--- config.mk ---
export PLATFORM = sky130hd
export DESIGN_NAME = hex_clock_display_sequencer
export DESIGN_NICKNAME = d
export VERILOG_FILES = /design/src/rtl/hex_clock_display_sequencer.sv
export SDC_FILE = /design/constraint.sdc
export NUM_CORES = 1
export LEC_CHECK = 0
export ABC_AREA = 1
export ABC_CLOCK_PERIOD_IN_PS = 5000
export BUFFER_PORTS_ARGS = -buffer_cell sky130_fd_sc_hd__buf_2
export CAP_MARGIN = 10
export CORE_MARGIN = 4
export CORE_UTILIZATION = 45
export CTS_BUF_LIST = sky130_fd_sc_hd__clkbuf_8
export CTS_CLUSTER_SIZE = 28
export DETAILED_ROUTE_END_ITERATION = 6
export MAX_ROUTING_LAYER = met4
export PLACE_DENSITY = 0.73
export SETUP_SLACK_MARGIN = 0.15
export SLEW_MARGIN = 10
export SYNTH_ARGS = -nofsm -noshare
export SYNTH_HDL_FRONTEND = slang
export SYNTH_SLANG_ARGS = --single-unit
--- constraint.sdc ---
create_clock -name iClk -period 5 [get_ports iClk]
set_clock_uncertainty 0.2 [all_clocks]
set_input_delay 1 -clock iClk [delete_from_list [all_inputs] [get_ports iClk]]
set_output_delay 1 -clock iClk [all_outputs]
set_load 0.02 [all_outputs]
--- src/rtl/hex_clock_display_sequencer.sv ---
// Sequences six BCD digit writes (sec/min/hour) into the seven-segment decoder register port.
// Build option HOUR_LEADING_ZERO_BLANK_EN blanks the hour tens digit when it is zero.
module hex_clock_display_sequencer #(
  parameter int WRITE_GAP = 0
) (
  input  logic        iClk,
  input  logic        iReset_n,
  input  logic        iUpdate,
  input  logic [5:0]  iSec,
  input  logic [5:0]  iMin,
  input  logic [4:0]  iHour,
  output logic        oChip_select_n,
  output logic        oWrite_n,
  output logic [2:0]  oAddress,
  output logic [31:0] oData,
  output logic        oBusy,
  output logic        oDone,
  output logic        oRange_err
);

  typedef enum logic [1:0] {
    IDLE  = 2'd0,
    WRITE = 2'd1,
    GAP   = 2'd2,
    DONE  = 2'd3
  } state_t;

  localparam logic [3:0] GapLoad = (WRITE_GAP > 0) ? 4'(WRITE_GAP - 1) : 4'd0;
  localparam logic [3:0] Blank   = 4'hF;

  state_t      stateR, stateNext;
  logic [2:0]  indexR, indexNext;
  logic [3:0]  gapCntR, gapCntNext;
  logic        loadInputs, loadPending;

  logic [5:0]  capSecR, capMinR;
  logic [4:0]  capHourR;
  logic [5:0]  pendSecR, pendMinR;
  logic [4:0]  pendHourR;
  logic        pendingR;
  logic        rangeErrR;

  logic        pendStore;
  logic        inBad, pendBad;
  logic        secOk, minOk, hourOk;
  logic [7:0]  secBcd, minBcd, hourBcd;
  logic [3:0]  digitSel;
  logic [3:0]  hourTens;

  // Compare/subtract binary-to-BCD for values up to 59: {tens, ones}.
  function automatic logic [7:0] toBcd(input logic [5:0] value);
    logic [5:0] rem;
    logic [3:0] tens;
    logic       step;
    rem  = value;
    tens = 4'd0;
    for (int i = 0; i < 5; i++) begin
      step = (rem >= 6'd10);
      rem  = step ? (rem - 6'd10) : rem;
      tens = tens + {3'd0, step};
    end
    return {tens, rem[3:0]};
  endfunction

  assign inBad   = (iSec > 6'd59) || (iMin > 6'd59) || (iHour > 5'd23);
  assign pendBad = (pendSecR > 6'd59) || (pendMinR > 6'd59) || (pendHourR > 5'd23);
  // A strobe arriving mid-sequence, or in DONE while a restart is already queued, is parked.
  assign pendStore = iUpdate && ((stateR == WRITE) || (stateR == GAP) ||
                                 ((stateR == DONE) && pendingR));

  // Next-state, digit index and gap counter logic.
  always_comb begin
    stateNext   = stateR;
    indexNext   = indexR;
    gapCntNext  = gapCntR;
    loadInputs  = 1'b0;
    loadPending = 1'b0;
    case (stateR)
      IDLE: begin
        if (iUpdate) begin
          loadInputs = 1'b1;
          indexNext  = 3'd0;
          stateNext  = WRITE;
        end else begin
          stateNext  = IDLE;
        end
      end
      WRITE: begin
        if (indexR == 3'd5) begin
          stateNext = DONE;
        end else begin
          indexNext = indexR + 3'd1;
          if (WRITE_GAP > 0) begin
            stateNext  = GAP;
            gapCntNext = GapLoad;
          end else begin
            stateNext  = WRITE;
          end
        end
      end
      GAP: begin
        if (gapCntR == 4'd0) begin
          stateNext  = WRITE;
        end else begin
          gapCntNext = gapCntR - 4'd1;
        end
      end
      DONE: begin
        indexNext = 3'd0;
        if (pendingR) begin
          loadPending = 1'b1;
          stateNext   = WRITE;
        end else if (iUpdate) begin
          loadInputs  = 1'b1;
          stateNext   = WRITE;
        end else begin
          stateNext   = IDLE;
        end
      end
      default: begin
        stateNext = IDLE;
        indexNext = 3'd0;
      end
    endcase
  end

  // FSM state, digit index and gap counter registers.
  always_ff @(posedge iClk or negedge iReset_n) begin
    if (!iReset_n) begin
      stateR  <= IDLE;
      indexR  <= 3'd0;
      gapCntR <= 4'd0;
    end else begin
      stateR  <= stateNext;
      indexR  <= indexNext;
      gapCntR <= gapCntNext;
    end
  end

  // Capture, pending and sticky range-error registers.
  always_ff @(posedge iClk or negedge iReset_n) begin
    if (!iReset_n) begin
      capSecR   <= 6'd0;
      capMinR   <= 6'd0;
      capHourR  <= 5'd0;
      pendSecR  <= 6'd0;
      pendMinR  <= 6'd0;
      pendHourR <= 5'd0;
      pendingR  <= 1'b0;
      rangeErrR <= 1'b0;
    end else begin
      if (loadPending) begin
        capSecR  <= pendSecR;
        capMinR  <= pendMinR;
        capHourR <= pendHourR;
      end else if (loadInputs) begin
        capSecR  <= iSec;
        capMinR  <= iMin;
        capHourR <= iHour;
      end
      if (pendStore) begin
        pendSecR  <= iSec;
        pendMinR  <= iMin;
        pendHourR <= iHour;
        pendingR  <= 1'b1;
      end else if (loadPending) begin
        pendingR  <= 1'b0;
      end
      if ((loadPending && pendBad) || (loadInputs && inBad)) begin
        rangeErrR <= 1'b1;
      end
    end
  end

  assign secOk   = (capSecR <= 6'd59);
  assign minOk   = (capMinR <= 6'd59);
  assign hourOk  = (capHourR <= 5'd23);
  assign secBcd  = toBcd(capSecR);
  assign minBcd  = toBcd(capMinR);
  assign hourBcd = toBcd({1'b0, capHourR});

`ifdef HOUR_LEADING_ZERO_BLANK_EN
  assign hourTens = (!hourOk || (hourBcd[7:4] == 4'd0)) ? Blank : hourBcd[7:4];
`else
  assign hourTens = hourOk ? hourBcd[7:4] : Blank;
`endif

  // Digit selection by address; out-of-range fields become blank.
  always_comb begin
    digitSel = 4'd0;
    case (indexR)
      3'd0:    digitSel = secOk  ? secBcd[3:0]  : Blank;
      3'd1:    digitSel = secOk  ? secBcd[7:4]  : Blank;
      3'd2:    digitSel = minOk  ? minBcd[3:0]  : Blank;
      3'd3:    digitSel = minOk  ? minBcd[7:4]  : Blank;
      3'd4:    digitSel = hourOk ? hourBcd[3:0] : Blank;
      3'd5:    digitSel = hourTens;
      default: digitSel = 4'd0;
    endcase
  end

  // Registered bus outputs, one cycle behind the FSM state that produces them.
  always_ff @(posedge iClk or negedge iReset_n) begin
    if (!iReset_n) begin
      oChip_select_n <= 1'b1;
      oWrite_n       <= 1'b1;
      oAddress       <= 3'd0;
      oData          <= 32'd0;
      oBusy          <= 1'b0;
      oDone          <= 1'b0;
    end else begin
      oChip_select_n <= (stateR != WRITE);
      oWrite_n       <= (stateR != WRITE);
      oAddress       <= (stateR == WRITE) ? indexR : 3'd0;
      oData          <= (stateR == WRITE) ? {28'd0, digitSel} : 32'd0;
      oBusy          <= (stateR == WRITE) || (stateR == GAP);
      oDone          <= (stateR == DONE);
    end
  end

  assign oRange_err = rangeErrR;

endmodule

== After elaboration in Yosys (flattened, before gate mapping) ==
Cells that the tools add are included.

* Register bits after elaboration: 55
* Latch bits: 0
* Memory bits (writable): 0
* Bits in read-only memories: 0
* Input port bits: 20
* Output and inout port bits: 40
* Logic and storage cells: 146
* Memories: 0

* $add $sub $neg: 29
* Multipliers: 0
* Divide/modulo/power cells: 0
* Order comparisons: 24
* Equality and inequality tests: 12
* Shift-type cells: 0
* Mux-type cells: 45
* Bitwise logic cells: 1
* Reduce and logical (&&, ||, !) cells: 19

{| class="wikitable"
|+ Operators by type and width
! cell !! number
|-
| 6-bit two-way mux || 16
|-
| 6-bit by 4-bit greater-or-equal comparator with 1-bit output, second input constant || 14
|-
| 6-bit by 4-bit subtractor with 6-bit output, second input constant || 11
|-
| 4-bit two-way mux || 10
|-
| 6-bit greater-than comparator, second input constant || 4
|-
| 4-bit one-hot mux with 6 select lines || 1
|-
| 3-bit by 1-bit adder with 4-bit output || 3
|-
| 4-bit by 1-bit adder with 4-bit output || 3
|-
| 6-bit <= comparator, second input constant || 2
|-
| 4-bit subtractor, second input constant || 3
|-
| 5-bit greater-than comparator, second input constant || 2
|-
| 5-bit two-way mux || 2
|-
| 2-bit by 1-bit adder with 3-bit output || 3
|-
| 3-bit two-way mux || 3
|-
| 3-bit one-hot mux with 3 select lines || 1
|-
| 2-bit one-hot mux with 4 select lines || 1
|-
| 1-bit logical OR || 7
|-
| 1-bit two-way mux || 7
|-
| 1-bit by 1-bit adder with 2-bit output || 3
|-
| 3-bit by 2-bit equality test with 1-bit output, second input constant || 2
|-
| 3-bit equality test, second input constant || 2
|-
| 2-bit two-way mux || 3
|-
| 5-bit by 4-bit subtractor with 6-bit output, second input constant || 1
|-
| 5-bit by 4-bit greater-or-equal comparator with 1-bit output, second input constant || 1
|-
| other kinds (18) || 25
|}

== Depth between registers and ports, before layout ==
* Word-level depth: 13
* Gate-level depth with buffers: 40
* Mapped depth without buffers: 40

== Worst setup path after synthesis ==
No wires, ideal clock.

* Path type: register to register
* Start point: reg capSecR[2]
* End point: reg oData[0]
* Library setup time: 0.120 ns
* Data arrival time: 4.502 ns
* Required time: 4.680 ns
* Setup slack: 0.178 ns
* Cell stages (with the launch flop): 36
* Path buffers: 0
* Period minus slack after synthesis: 4.822 ns
* Cells stage by stage: dfrtp_1 -> inv_1 -> ha_1 -> nand3_2 -> nand2_4 -> nor2_8 -> nand2_1 -> nand2_2 -> inv_1 -> ha_1 -> nand2_1 -> nor2_1 -> nand2_4 -> clkinv_2 -> nor2_4 -> nand2_1 -> nand2_2 -> nor2_2 -> o21bai_4 -> xor2_1 -> ha_1 -> inv_1 -> nor2_1 -> nand3_1 -> nand2_1 -> inv_2 -> nand2_4 -> inv_1 -> fa_1 -> inv_1 -> fa_1 -> a32o_1 -> a211oi_1 -> nand4_1 -> o21ai_0 -> inv_1

* Word-level cells in the longest chain between the ends: 13
* Elaborated cells on any way between the ends: 24
* Classes of those cells: add/sub: 9; order compare: 6; mux: 9

{| class="wikitable"
|+ Ends and longest elaborated chain
! what !! line !! RTL
|-
| start, declared || 36 || <nowiki>logic [5:0] capSecR, capMinR;</nowiki>
|-
| start signal, assigned || 153 || <nowiki>capSecR <= pendSecR;</nowiki>
|-
| start signal, assigned || 157 || <nowiki>capSecR <= iSec;</nowiki>
|-
| 6-bit by 4-bit subtractor with 6-bit output / 6-bit by 4-bit greater-or-equal comparator with 1-bit output (equally long branches) || 59, 58 ||
|-
| 6-bit two-way mux || 59 || <nowiki>rem = step ? (rem - 6'd10) : rem;</nowiki>
|-
| 6-bit by 4-bit subtractor with 6-bit output / 6-bit by 4-bit greater-or-equal comparator with 1-bit output (equally long branches) || 59, 58 ||
|-
| 6-bit two-way mux || 59 ||
|-
| 6-bit by 4-bit subtractor with 6-bit output / 6-bit by 4-bit greater-or-equal comparator with 1-bit output (equally long branches) || 59, 58 ||
|-
| 6-bit two-way mux || 59 ||
|-
| 6-bit by 4-bit subtractor with 6-bit output / 6-bit by 4-bit greater-or-equal comparator with 1-bit output (equally long branches) || 59, 58 ||
|-
| 6-bit two-way mux || 59 ||
|-
| 6-bit by 4-bit greater-or-equal comparator with 1-bit output / 4-bit subtractor (equally long branches) || 58, 59 ||
|-
| 4-bit by 1-bit adder with 4-bit output / 4-bit two-way mux (equally long branches) || 60, 59 ||
|-
| 4-bit two-way mux (on tied branches) || 193, 192 ||
|-
| 4-bit one-hot mux with 6 select lines * || 191 || <nowiki>case (indexR)</nowiki>
|-
| 4-bit two-way mux * || 215 || <nowiki>oData <= (stateR == WRITE) ? {28'd0, digitSel} : 32'd0;</nowiki>
|-
| end signal, assigned || 215 ||
|-
| end, declared || 15 || <nowiki>output logic [31:0] oData,</nowiki>
|}

Mark *: on every way between the ends. The rest lies on a longest branch, timed or not.
A chain may end at the register's enable or synchronous reset.

== Worst setup path in the final report ==
Same ends and word-level chain as after synthesis.

==> reports/metrics.csv <==
stage,metric,value,unit
status,status,finished clean,
floorplan,Initial Utilization,0.468,
worst_setup_path,Worst setup SP type,register,
cts,CTS buffer count,5,
drt,top sig layer,met4,
floorplan,total die area,0.0139,sq mm
global_routing,first-pass GRT wire length,20000,um
final_layout,Final Util,0.565,
final_layout,Syn-to-layout area delta,20.8,%
timing,final setup margin,0.113,ns
worst_setup_path,Setup CP Type,reg2reg,
synthesis,post-synthesis register bit count,55,
drt,wire length on met3,465,um
timing,Slew @ Worst Pin,0.880,ns
drt,Iter 0 DRT Violations,208,
cts,# clock sinks,55,
timing,endpoints failing hold,0,
global_routing,largest net degree at the start of global routing,56,
drt,vias per std cell,5.07,
placement,placed cell count,942,
placement,port buffer count,31,
synthesis,Synth async-reset ratio,1.00,
placement,Place WS,-0.000685,ns
final_layout,layout cells sized above 1,0.330,
drt,DRT Wirelength,12600,um
min_path,Hold Crit Class,reg2reg,
final_layout,nets@finish,905,
synthesis,Unique masters post-synth,55,
timing,Setup-failing EPs final,0,
timing,period utilization,0.977,
final_layout,diode count,0,
worst_setup_path,CP Capture Type,register,
synthesis,Mapped Area,0.00543,sq mm
global_routing,Overflow after GRT,0,
floorplan,die height,118,um
drt,met2 WL,6290,um
synthesis,Syn. warnings,0,
drt,WL met1,5630,um
synthesis,Yosys top cell area share,0.249,
placement,Routability Congestion,0.887,
timing,unrepaired setup endpoints after global routing,true,
cts,H-tree Lvls,2,
final_layout,Multi-input gate area,0.00374,sq mm
timing,Slew headroom,0.412,
placement,DP Wirelength,8810,um
final_layout,fillcell total,1034,
global_routing,initial antenna violation count,0,
cts,Post-CTS Hold Buffers,0,
floorplan,core area,0.0116,sq mm
final_layout,"non-filler cells, final",994,
worst_setup_path,"Arr. time, crit path",4.91,ns
drt,DRC Markers,0,
worst_setup_path,Critical Path Most Common Cell,inv_2,
floorplan,I/O pins,60,
global_routing,vias in the first global route,4544,
cts,worst skew pair latency,0.31,ns
worst_setup_path,Worst path slowest cell,fa_2,
synthesis,Mapped Cells,762,
cts,"CTS clk-pin slew, worst paths",0.10,ns
drt,drt pass-1 iters,4,
timing,FMAX,205,MHz
worst_setup_path,crit-path max FO,4,
cts,CTS max path bufs,2,
final_layout,FF+latch area,0.00138,sq mm
synthesis,sequential fraction of the synthesis area,0.254,
global_routing,GRT Total Usage,0.170,
cts,CTS tree,yes,
final_layout,most frequent cells in the layout,"166 x nand2_1, 104 x inv_1, 60 x buf_4",
synthesis,top post-synthesis cells by area,"dfrtp_1 25%, nand2_1 13%, inv_1 7.8%, ha_1 6.7%, nand2_2 4.6%",
worst_setup_path,Worst EP required,5.02,ns
timing,worst hold slack,0.268,ns
timing,Period minus WS final,4.89,ns
cts,CTS Root Cell,clkbuf_8,
worst_setup_path,critical path's largest stage delay,0.45,ns
drt,ANT nets after route,0,
drt,routed len/inst,12.7,um
synthesis,cell taking the most area after synthesis,dfrtp_1,
floorplan,Rows,39,
flow_run,Max-Cap Viols,0,
timing,Max Slew Vio Count,0,
synthesis,"Avg Cell Area, Syn",7.13,sq um
synthesis,Most used DFF post-synth,dfrtp_1,
drt,DR vias,5038,
synthesis,Post-synth EDFFs,0,
floorplan,Die W,118,um
final_layout,"most common cell after layout, fill and taps aside",nand2_1,
[registers in the layout, indices dropped and copies added, names as in the netlist]
register,count
oDone,1
capMinR,6
oRange_err,1
indexR,3
pendMinR,6
pendSecR,6
stateR,2
capSecR,6
pendingR,1
oWrite_n,1
pendHourR,5
oBusy,1
capHourR,5
oData,4
oAddress,3
gapCntR,4
[metal layers]
layer  up-vias  GRT usage
met5         -          -
met4         0     0.0315
met1      2330      0.223
met2       102      0.287
met3        28     0.0202
li1       2578          -
[area by class of cell]
class | count | share of cell area
Multi-Input combinational cell | 565 | 0.570
Tap cell | 143 | 0.0272
Sequential cell | 55 | 0.211
Clock buffer | 5 | 0.0105
Inverter | 130 | 0.0762
Clock inverter | 3 | 0.00972
Timing Repair Buffer | 93 | 0.0957
[path summary, 6_finish.rpt]
path | start | end | slack, ns | cells past startpoint
max | capSecR[2]$_DFFE_PN0P_ | oData[0]$_DFF_PN0_ | 0.11 | 34
max in group asynchronous | iReset_n | capSecR[3]$_DFFE_PN0P_ | 3.48 | 2
max reg2reg | capSecR[2]$_DFFE_PN0P_ | oData[0]$_DFF_PN0_ | 0.11 | 34
min in group asynchronous | iReset_n | pendingR$_DFFE_PN0P_ | 0.61 | 2
min reg2reg | gapCntR[3]$_DFFE_PN0P_ | gapCntR[3]$_DFFE_PN0P_ | 0.27 | 1
min | gapCntR[3]$_DFFE_PN0P_ | gapCntR[3]$_DFFE_PN0P_ | 0.27 | 1
[per-stage QoR]
step	area [sq um]	TNS, ns
final	6570	0
after global routing	6570	-0.245
after CTS	6070	0
after detailed placement	5750	-0.000685
after global placement	5750	0
after floorplan	5540	0
[logic make-up after synthesis]
logic type,after synthesis,synth area share
AND/OR/NAND/NOR,378,0.365
buffers and inverters,169,0.137
XOR/XNOR,7,0.0113
adder cells (fa/ha/maj),35,0.0889
AO/OA/AOI/OAI,115,0.139
flip-flops,55,0.254
multiplexers,2,0.00414
other,1,0.000690
[synth_stat cells (5+ instances only)]
| cell type | count |
|---|---|
| a21oi_1 | 16 |
| buf_4 | 29 |
| clkbuf_1 | 10 |
| dfrtp_1 | 54 |
| fa_1 | 6 |
| ha_1 | 29 |
| inv_1 | 113 |
| inv_2 | 13 |
| nand2_1 | 190 |
| nand2_2 | 40 |
| nand2_4 | 11 |
| nand3_1 | 41 |
| nand3_2 | 8 |
| nand4_1 | 24 |
| nor2_1 | 35 |
| nor2_2 | 5 |
| nor2_4 | 7 |
| o211ai_1 | 15 |
| o21ai_0 | 45 |
| o21ai_1 | 8 |
| o21ai_2 | 5 |
| xor2_1 | 6 |
[critical path, delay by kind of cell, from the launching register on]
family,cells,cell delay [ns]
buf+inv,8,0.44
fa+ha+maj,5,1.37
xor+xnor,1,0.19
flops,1,0.41
simple gates,16,1.37
compound gates,4,0.78
[timing repair]
item | in CTS | in global routing
gates resized for setup | 17 | 82
pin swaps | 15 | 58
setup endpoints to repair | 3 | 3
gates cloned | 0 | 0
setup buffers | 17 | 27
Power is not shown: default switching activity piles up to over one toggle a cycle in this logic, so the estimate is an artifact.
